`src/rtl/pool_engine_nch.sv`:
```
// pool_engine_nch: streaming POOLxPOOL max/average pooling over a channel-interleaved raster map
module pool_engine_nch #(
  parameter int DATA_W   = 8,
  parameter int MAP_W    = 28,
  parameter int MAP_H    = 28,
  parameter int CHANNELS = 1,
  parameter int POOL     = 2,
  parameter int OUT_W    = MAP_W / POOL,
  parameter int OUT_H    = MAP_H / POOL
) (
  input  logic                     clk,
  input  logic                     rst,
  input  logic                     mode,
  input  logic                     in_valid,
  output logic                     in_ready,
  input  logic signed [DATA_W-1:0] in_pixel,
  output logic                     out_valid,
  input  logic                     out_ready,
  output logic signed [DATA_W-1:0] out_pixel,
  output logic                     out_last,
  output logic                     frame_done,
  output logic                     busy
);
  localparam int LG    = $clog2(POOL);
  localparam int ACC_W = DATA_W + 2 * LG;
  localparam int DEPTH = OUT_W * CHANNELS;
  localparam int IDX_W = DEPTH > 1 ? $clog2(DEPTH) : 1;
  localparam int CH_W  = CHANNELS > 1 ? $clog2(CHANNELS) : 1;
  localparam int COL_W = MAP_W > 1 ? $clog2(MAP_W) : 1;
  localparam int ROW_W = MAP_H > 1 ? $clog2(MAP_H) : 1;

  logic [CH_W-1:0]           r_ch;
  logic [COL_W-1:0]          r_col;
  logic [ROW_W-1:0]          r_row;
  logic                      r_mode;
  logic                      r_out_open;
  logic                      r_out_valid;
  logic [DATA_W-1:0]         r_out_pixel;
  logic                      r_out_last;
  logic                      r_frame_done;
  logic signed [ACC_W-1:0]   r_acc [DEPTH];

  logic                      w_accept;
  logic                      w_first;
  logic                      w_mode;
  logic                      w_ch_end;
  logic                      w_col_end;
  logic                      w_row_end;
  logic                      w_in_range;
  logic [LG-1:0]             w_wr;
  logic [LG-1:0]             w_wc;
  logic                      w_win_start;
  logic                      w_win_end;
  logic                      w_last_win;
  logic                      w_last_xfer;
  logic [IDX_W-1:0]          w_idx;
  logic signed [ACC_W-1:0]   w_px;
  logic signed [ACC_W-1:0]   w_entry;
  logic signed [ACC_W-1:0]   w_entry_m;
  logic signed [ACC_W-1:0]   w_comb;
  logic [DATA_W-1:0]         w_final;

  assign in_ready    = !r_out_valid || out_ready;
  assign w_accept    = in_valid && in_ready;
  assign w_first     = r_ch == '0 && r_col == '0 && r_row == '0;
  assign w_mode      = w_first ? mode : r_mode;
  assign w_ch_end    = r_ch == CH_W'(CHANNELS - 1);
  assign w_col_end   = r_col == COL_W'(MAP_W - 1);
  assign w_row_end   = r_row == ROW_W'(MAP_H - 1);
  assign w_in_range  = int'(r_col) < OUT_W * POOL && int'(r_row) < OUT_H * POOL;
  assign w_wr        = r_row[LG-1:0];
  assign w_wc        = r_col[LG-1:0];
  assign w_win_start = w_wr == '0 && w_wc == '0;
  assign w_win_end   = &w_wr && &w_wc;
  assign w_last_win  = int'(r_row >> LG) == OUT_H - 1 && int'(r_col >> LG) == OUT_W - 1 && w_ch_end;
  assign w_idx       = IDX_W'(int'(r_col >> LG) * CHANNELS + int'(r_ch));
  assign w_px        = ACC_W'(in_pixel);
  assign w_entry     = r_acc[w_idx];
  assign w_entry_m   = ACC_W'(signed'(w_entry[DATA_W-1:0]));
  assign w_comb      = w_mode ? w_entry + w_px : (w_px > w_entry_m ? w_px : w_entry_m);
  assign w_final     = DATA_W'(w_mode ? (w_comb >>> (2 * LG)) : w_comb);
  assign w_last_xfer = r_out_valid && out_ready && r_out_last;

  assign out_valid   = r_out_valid;
  assign out_pixel   = r_out_pixel;
  assign out_last    = r_out_last;
  assign frame_done  = r_frame_done;
  assign busy        = r_out_open || !w_first;

  // frame position counters (channel fastest) and per-frame mode latch advance on acceptance
  always_ff @(posedge clk or posedge rst)
    if (rst) begin
      r_ch   <= '0;
      r_col  <= '0;
      r_row  <= '0;
      r_mode <= 1'b0;
    end else if (w_accept) begin
      if (w_first) r_mode <= mode;
      r_ch <= w_ch_end ? '0 : r_ch + 1'b1;
      if (w_ch_end) r_col <= w_col_end ? '0 : r_col + 1'b1;
      if (w_ch_end && w_col_end) r_row <= w_row_end ? '0 : r_row + 1'b1;
    end

  // frame output window stays open from first pixel until the out_last transfer
  always_ff @(posedge clk or posedge rst)
    if (rst) r_out_open <= 1'b0;
    else if (w_accept && w_first) r_out_open <= 1'b1;
    else if (w_last_xfer) r_out_open <= 1'b0;

  // single output register, reloaded without a bubble when a window completes during a transfer
  always_ff @(posedge clk or posedge rst)
    if (rst) begin
      r_out_valid  <= 1'b0;
      r_out_pixel  <= '0;
      r_out_last   <= 1'b0;
      r_frame_done <= 1'b0;
    end else begin
      r_frame_done <= w_last_xfer;
      if (w_accept && w_in_range && w_win_end) begin
        r_out_valid <= 1'b1;
        r_out_pixel <= w_final;
        r_out_last  <= w_last_win;
      end else if (out_ready) begin
        r_out_valid <= 1'b0;
        r_out_last  <= 1'b0;
      end
    end

  // partial window results per (output column, channel); window end bypasses the write
  always_ff @(posedge clk)
    if (w_accept && w_in_range && !w_win_end) r_acc[w_idx] <= w_win_start ? w_px : w_comb;
endmodule

```
`config.mk`:
```
export PLATFORM = sky130hd
export DESIGN_NAME = pool_engine_nch
export DESIGN_NICKNAME = d
export VERILOG_FILES = /design/src/rtl/pool_engine_nch.sv
export SDC_FILE = /design/constraint.sdc
export NUM_CORES = 1
export LEC_CHECK = 0
export CORE_MARGIN = 8
export CORE_UTILIZATION = 35
export CTS_BUF_LIST = sky130_fd_sc_hd__clkbuf_2
export DETAILED_ROUTE_END_ITERATION = 10
export RECOVER_POWER = 50
export REMOVE_ABC_BUFFERS = 1
export SYNTH_ARGS = -nofsm -noshare
export SYNTH_HDL_FRONTEND = slang
export SYNTH_SLANG_ARGS = --single-unit
```
`constraint.sdc`:
```
create_clock -name clk -period 9.24 [get_ports clk]
set_input_delay 2.31 -clock clk [delete_from_list [all_inputs] [get_ports clk]]
set_output_delay 2.31 -clock clk [all_outputs]
set_load 0.02 [all_outputs]
```
# Yosys cells after proc, flatten, opt, wreduce, memory -nomap -nowiden
# Memory sizes are Yosys's and may differ from the RTL's.
# Index checks and enable logic that the tools add are counted.
[word_totals]
ff_bits = 24
mem_bits_rw = 140
in_bits = 13
output_inout_bits = 13
wordCells = 66
memories = 1
[mem_list]
columns = ["memory", "words", "word_bits", "read_ports", "rd_ports_with_merged_regs", "write_ports", "line", "source"]
rows = [
  ["r_acc", 14, 10, 1, 0, 1, "41", "logic signed [ACC_W-1:0] r_acc [DEPTH];"],
]
[op_classes]
add_sub_neg = 5
magnitude_cmp = 3
eq_ne = 4
muxes = 15
n_bitwise = 3
n_reduce_logical = 26
[ops]
columns = ["operator", "n"]
rows = [
  ["10-bit two-way mux", 3],
  ["1-bit logical AND", 15],
  ["10-bit by 8-bit adder with 10-bit output", 1],
  ["5-bit by 1-bit adder with 5-bit output, second input constant", 2],
  ["5-bit equality test, second input constant", 2],
  ["5-bit logical NOT", 2],
  ["5-bit less-than comparator, second input constant", 2],
  ["5-bit two-way mux", 2],
  ["1-bit two-way mux", 9],
  ["4-bit by 3-bit equality test with 1-bit output, second input constant", 2],
  ["8-bit > comparator", 1],
  ["8-bit two-way mux", 1],
  ["4-bit by 1-bit adder with 4-bit output", 1],
  ["2-bit AND reduction", 2],
  ["2-bit nonzero test", 2],
  ["1-bit logical NOT", 3],
  ["1-bit NOT", 3],
  ["1-bit logical OR", 2],
  ["1-bit adder, second input constant", 1],
]

# Logic depth before layout (Yosys ltp)
# Gate-level depths: netlist of the first run.
[depth]
ltp_word = 7
ltp_mapped = 17

# Least setup slack after synthesis of the first run
# Ideal clock, no wire load.
[synth_timing]
path_type = "input-to-output"
start = "in out_ready"
end = "out in_ready"
arrival_ns = 2.553
slack_ns = 4.377
path_stages = 1
n_path_buf = 0
cell_sequence = "nand2b_1"
[synth_via]
elab_chain_cells = 1
[synth_rtl]
columns = ["item", "line", "source"]
rows = [
  ["from (decl)", "18", "input logic out_ready,"],
  ["1-bit logical OR", "63", "assign in_ready = !r_out_valid || out_ready;"],
  ["to (decl)", "15", "output logic in_ready,"],
]
# Every way passes these cells.

# Final worst setup path of the first run
# Ends and elaborated chain as after synthesis.

==> results_dict.tcl, run 1 <==
set metrics [dict create \
    syn_area_per_cell_um2 14.7 \
    area_delta_synth_final_pct 10.1 \
    dp_hpwl_um 10700 \
    clkLatencyLatePin_ns 0.71 \
    synth_xor_area_frac 0.0106 \
    p_leak_nw 2.82 \
    antenna_found_initial 0 \
    ctsHoldBuffers 0 \
    synth_cell_types 58 \
    synthMuxAreaShare 0.130 \
    synth_flop_cell "edfxtp_1" \
    yosys_warnings 0 \
    status "finished, final reports clean" \
    setup_viol 0 \
    vdd_drop_max_mv 0.120 \
    cts_tree "yes" \
    power.density_mw_per_mm2 376 \
    max_freq_mhz 168 \
    wirelength_um 15500 \
    synth_top_area_share 0.564 \
    cts.path.max_buffers 2 \
    seqCellArea_mm2 0.00478 \
    synth_edf_count 140 \
    hold_class "flop to flop" \
    ys_ff_latch 163 \
    end_kind "output port" \
    drv_cap 0 \
    diodes 0 \
    synthTopCellsByCount "edfxtp_1, nor2_1, nand2_1, a21oi_1, mux4_2" \
    synth_top_family_by_area "multiplexers" \
    core_mm2 0.0210 \
    h-tree-depth 4 \
    dr.pass1.iters 5 \
    ys_async_sr_fraction 0.141 \
    worst_slew_pin_slew_ns 1.11 \
    first_global_vias 4414 \
    wire_per_inst_um 18.7 \
    path_clk_slew_ns 0.24 \
    period_share 0.645 \
    drive_above_1_share 0.141 \
    ios 26 \
    design_area_mm2 0.00821 \
    yosysTopAreaCell "edfxtp_1" \
    vias 4328 \
    multi_input_area_mm2 0.00245 \
    initial_utilization 0.356 \
    placed_cell_area_mm2 0.00801 \
    grt_pass1_wl_um 24600 \
    via_per_inst 5.22 \
    grt_overflow_total 0 \
    finalMaxSlewViolations 0 \
    netlist_area_mm2 0.00745 \
    core.rowCount 53 \
    layout.nets 577 \
    yosysSeqAreaShare 0.641 \
    period_needed_ns 5.96 \
    yosys.area_share.simple 0.0762 \
    place.gp.congestion 0.834 \
    cts_buffers 17 \
    synthCells 507 \
    cts_resized 0 \
    stdcell_count 829 \
    die_height_um 162 \
    grt_usage 0.122 \
    placement.io_buffers 25 \
    dp_cells 798 \
    cp.required_ns 6.93 \
    root_buffer "clkbuf_2" \
    die-area_mm2 0.0262 \
    yosysMostFrequentCell "edfxtp_1" \
    ant_nets 0 \
    clock-skew-final_ns 0.0350 \
    tns_ns 0 \
    synth_fa_ha_area_frac 0.0379 \
    fp.dieW_um 162 \
    rsz0062_at_grt "no" \
    synthTopCellsByArea "edfxtp_1, mux4_2, dfrtp_1" \
    drtIter0Drc 359 \
    slew_headroom 0.255 \
    synth_compound_area_frac 0.0740 \
    drc 0 \
    critPathArrivalTime_ns 3.65 \
    fillers 1975 \
    cts.sinks 163 \
    path_class "primary input to output port" \
    worstSetupStartpointType "primary input" \
    grt_max_degree 44 \
    postCtsSetupBuffers 0 \
    cp_max_fo 4 \
    timing.final.hold_violations 0 \
]
state kept, by name, summed over array words and instances, names as in the netlist:
register,cells
r_row,5
r_acc,140
out_last,1
r_out_open,1
out_valid,1
frame_done,1
r_mode,1
out_pixel,8
r_col,5
worst paths after layout:
check	slack (ns)	start	depth (start not counted)	end
min in group asynchronous	2.21	rst	2	frame_done$_DFF_PP0_
worst max-delay path	3.28	out_ready	3	in_ready
worst max register to register	3.61	r_col[1]$_DFFE_PP0P_	12	r_acc[10][9]$_DFFE_PP_
worst min-delay path	0.51	out_pixel[0]$_DFFE_PP0P_	2	out_pixel[0]$_DFFE_PP0P_
max in group asynchronous	6.37	rst	2	r_col[1]$_DFFE_PP0P_
worst min register to register	0.51	out_pixel[0]$_DFFE_PP0P_	2	out_pixel[0]$_DFFE_PP0P_
metal layers:
layer,up-vias,track usage,part of all wire
met4,0,0.0425,0.014
met5,-,0,0
li1,2015,-,-
met1,2185,0.152,0.45
met2,110,0.203,0.49
met3,18,0.0326,0.044
final cells by class:
type                            count  area share
Inverter                           25      0.0114
Timing Repair Buffer               37      0.0387
Clock buffer                       18      0.0110
Sequential cell                   163       0.583
Tap cell                          275      0.0419
Multi-Input combinational cell    298       0.299
Clock inverter                     13      0.0151
report_power, final:
group | switching [mW] | internal, mW | leakage (nW)
registers | 0.0813 | 1.17 | 1.55
logic | 0.942 | 0.540 | 1.14
clock network | 0.251 | 0.101 | 0.130
metrics by stage:
stage	worst slack [ns]	hold WS [ns]	power, mW	utilization
finish	3.28	0.514	3.08	0.392
floorplan	4.09	0.473	2.28	-
global placement	3.37	0.478	2.73	0.382
detailed placement	3.16	0.479	2.77	0.382
global route	3.06	0.553	3.31	0.392
CTS	3.34	0.529	3.13	0.393
critical path, stage by stage:
cell,delay (ns)
dlygate4sd3_1,0.55
nand2b_1,0.17
clkdlybuf4s50_1,0.62
cell usage in the layout (no fill, tap or decap), types with 3 or more instances in the layout:
master,netlist,routed
nand3_1,10,10
buf_4,4,6
o21ai_0,12,12
xnor2_1,5,5
xor2_1,4,4
dlygate4sd3_1,0,13
mux2_1,3,3
o31ai_1,3,3
mux2i_1,20,20
o21ai_1,6,6
edfxtp_1,140,140
a22o_1,5,5
nor3_1,6,6
mux2_2,5,5
nor2_1,44,44
clkdlybuf4s50_1,0,12
o221ai_1,6,6
ha_1,21,21
dfrtp_1,23,21
a21oi_1,30,30
nand2b_1,11,11
nand2_1,35,35
clkbuf_2,0,18
a32oi_1,4,4
clkinv_4,0,3
mux4_2,29,29
nand4_1,4,4
inv_1,23,23
clkbuf_1,9,6
inv_6,0,5
cell families (layout without fill, tap and decap cells):
| logic type | count (synthesis) | count (layout) |
|---|---|---|
| mux | 59 | 59 |
| flops | 163 | 163 |
| fa+ha+maj | 22 | 22 |
| xor+xnor | 9 | 9 |
| compound gates | 85 | 85 |
| buf+inv | 46 | 93 |
| simple gates | 123 | 123 |
Note: power is estimated with default switching activity, not from simulation.
==> inputs of run 2 (changes only) <==
==> constraint.sdc (replaced) <==
create_clock -name clk -period 4.91 [get_ports clk]
set_input_delay 1.2275 -clock clk [delete_from_list [all_inputs] [get_ports clk]]
set_output_delay 1.2275 -clock clk [all_outputs]
set_load 0.02 [all_outputs]
==> results_dict.tcl, run 2 (same netlist as run 1, synthesis figures left out) <==
set metrics [dict create \
    path_clk_slew_ns 0.26 \
    rsz0062_at_grt "no" \
    core_mm2 0.0210 \
    placement.io_buffers 25 \
    fillers 1982 \
    cts_buffers 17 \
    place.gp.congestion 0.890 \
    cp.required_ns 3.68 \
    stdcell_count 851 \
    cp_max_fo 34 \
    placed_cell_area_mm2 0.00818 \
    p_leak_nw 2.91 \
    dp_hpwl_um 11400 \
    vdd_drop_max_mv 0.261 \
    ios 26 \
    area_delta_synth_final_pct 12.2 \
    fp.dieW_um 162 \
    dp_cells 819 \
    antenna_found_initial 0 \
    ant_nets 0 \
    setup_viol 0 \
    cts_resized 0 \
    slew_headroom 0.374 \
    hold_class "flop to flop" \
    preCtsSetupSlack_ns 0.571 \
    power.total_mw 6.01 \
    initial_utilization 0.356 \
    wire_per_inst_um 19.7 \
    drv_cap 0 \
    wirelength_um 16700 \
    period_share 0.915 \
    grt_usage 0.131 \
    period_needed_ns 4.49 \
    clock-skew-final_ns 0.0393 \
    cts.sinks 163 \
    worst_slew_pin_slew_ns 0.938 \
    ctsHoldBuffers 0 \
    timing.final.hold_violations 0 \
    grt_overflow_total 0 \
    via_per_inst 5.28 \
    drc 0 \
    critPathArrivalTime_ns 3.27 \
    diodes 0 \
    utilization 0.399 \
    postCtsSetupBuffers 0 \
    status "finished, final reports clean" \
    first_global_vias 4498 \
    layout.nets 598 \
    cts.path.max_buffers 2 \
    final_common_cell "edfxtp_1" \
    grt_max_degree 35 \
    cts_tree "yes" \
    path_class "flop to output port" \
    power.density_mw_per_mm2 719 \
    worstSetupStartpointType "flop" \
    grt_pass1_wl_um 26200 \
    root_buffer "clkbuf_2" \
    die_height_um 162 \
    end_kind "output port" \
    vias 4492 \
    mostFrequentLayoutCells "edfxtp_1, nor2_1, nand2_1, a21oi_1, mux4_2" \
    finalMaxSlewViolations 0 \
    die-area_mm2 0.0262 \
    dr.pass1.iters 7 \
    h-tree-depth 4 \
    core.rowCount 53 \
    drive_above_1_share 0.155 \
    largest_reg_flops 140 \
    setup_slack_ns 0.416 \
    clkLatencyLatePin_ns 0.72 \
    drtIter0Drc 418 \
    max_freq_mhz 222 \
    design_area_mm2 0.00836 \
    largest-register "r_acc" \
]
[run 2: through the flow]
| stage | hold WS (ns) | TNS [ns] |
|---|---|---|
| after floorplan | 0.473 | -0.918 |
| after global placement | 0.480 | 0 |
| after detailed placement | 0.474 | 0 |
| after CTS | 0.525 | 0 |
| after global routing | 0.580 | 0 |
| final | 0.515 | 0 |
[run 2: per-layer routing]
layer	global-route usage	vias to the layer above	routed length, um
met5	0	-	0
met1	0.171	2232	7510
met2	0.209	175	7800
met3	0.0380	32	1080
met4	0.0400	0	364
li1	-	2053	-
[run 2: report_power, final]
group	switching [mW]	internal [mW]
Clock	0.482	0.245
Sequential	0.170	2.20
Combinational	1.80	1.12
[run 2: final timing paths]
path	from	end	slack, ns	depth (start not counted)
setup / recovery	r_col[2]$_DFFE_PP0P_	busy	0.42	5
hold / removal	out_pixel[5]$_DFFE_PP0P_	out_pixel[5]$_DFFE_PP0P_	0.52	2
setup reg to reg	r_col[2]$_DFFE_PP0P_	r_acc[7][3]$_DFFE_PP_	0.47	11
hold reg to reg	out_pixel[5]$_DFFE_PP0P_	out_pixel[5]$_DFFE_PP0P_	0.52	2
max in group asynchronous	rst	r_col[1]$_DFFE_PP0P_	3.15	2
min in group asynchronous	rst	out_last$_DFFE_PP0P_	1.10	2
[run 2: final cells by class]
class,count,area [um^2],share of cell area
sequential,163,4780,0.572
multi-input combinational,298,2450,0.293
timing repair buffer,58,450,0.0539
tap,275,344,0.0411
clock inverter,14,154,0.0184
inverter,25,93.8,0.0112
clock buffer,18,90.1,0.0108
[run 2: worst max-delay path, cell delays in order, from the launching register on]
cell,delay [ns]
dfrtp_2,0.79
buf_4,0.33
nor4b_1,0.32
nand4b_1,0.31
nand2b_1,0.25
clkdlybuf4s50_1,0.54
==> inputs of run 3 (changes only) <==
--- a/config.mk
+++ b/config.mk
@@ -5,6 +5,7 @@
 export SDC_FILE = /design/constraint.sdc
 export NUM_CORES = 1
 export LEC_CHECK = 0
+export CAP_MARGIN = 20
 export CORE_MARGIN = 8
 export CORE_UTILIZATION = 35
 export CTS_BUF_LIST = sky130_fd_sc_hd__clkbuf_2
==> results of run 3 <==
Final layout, timing and power as in run 2 (identical DEF).
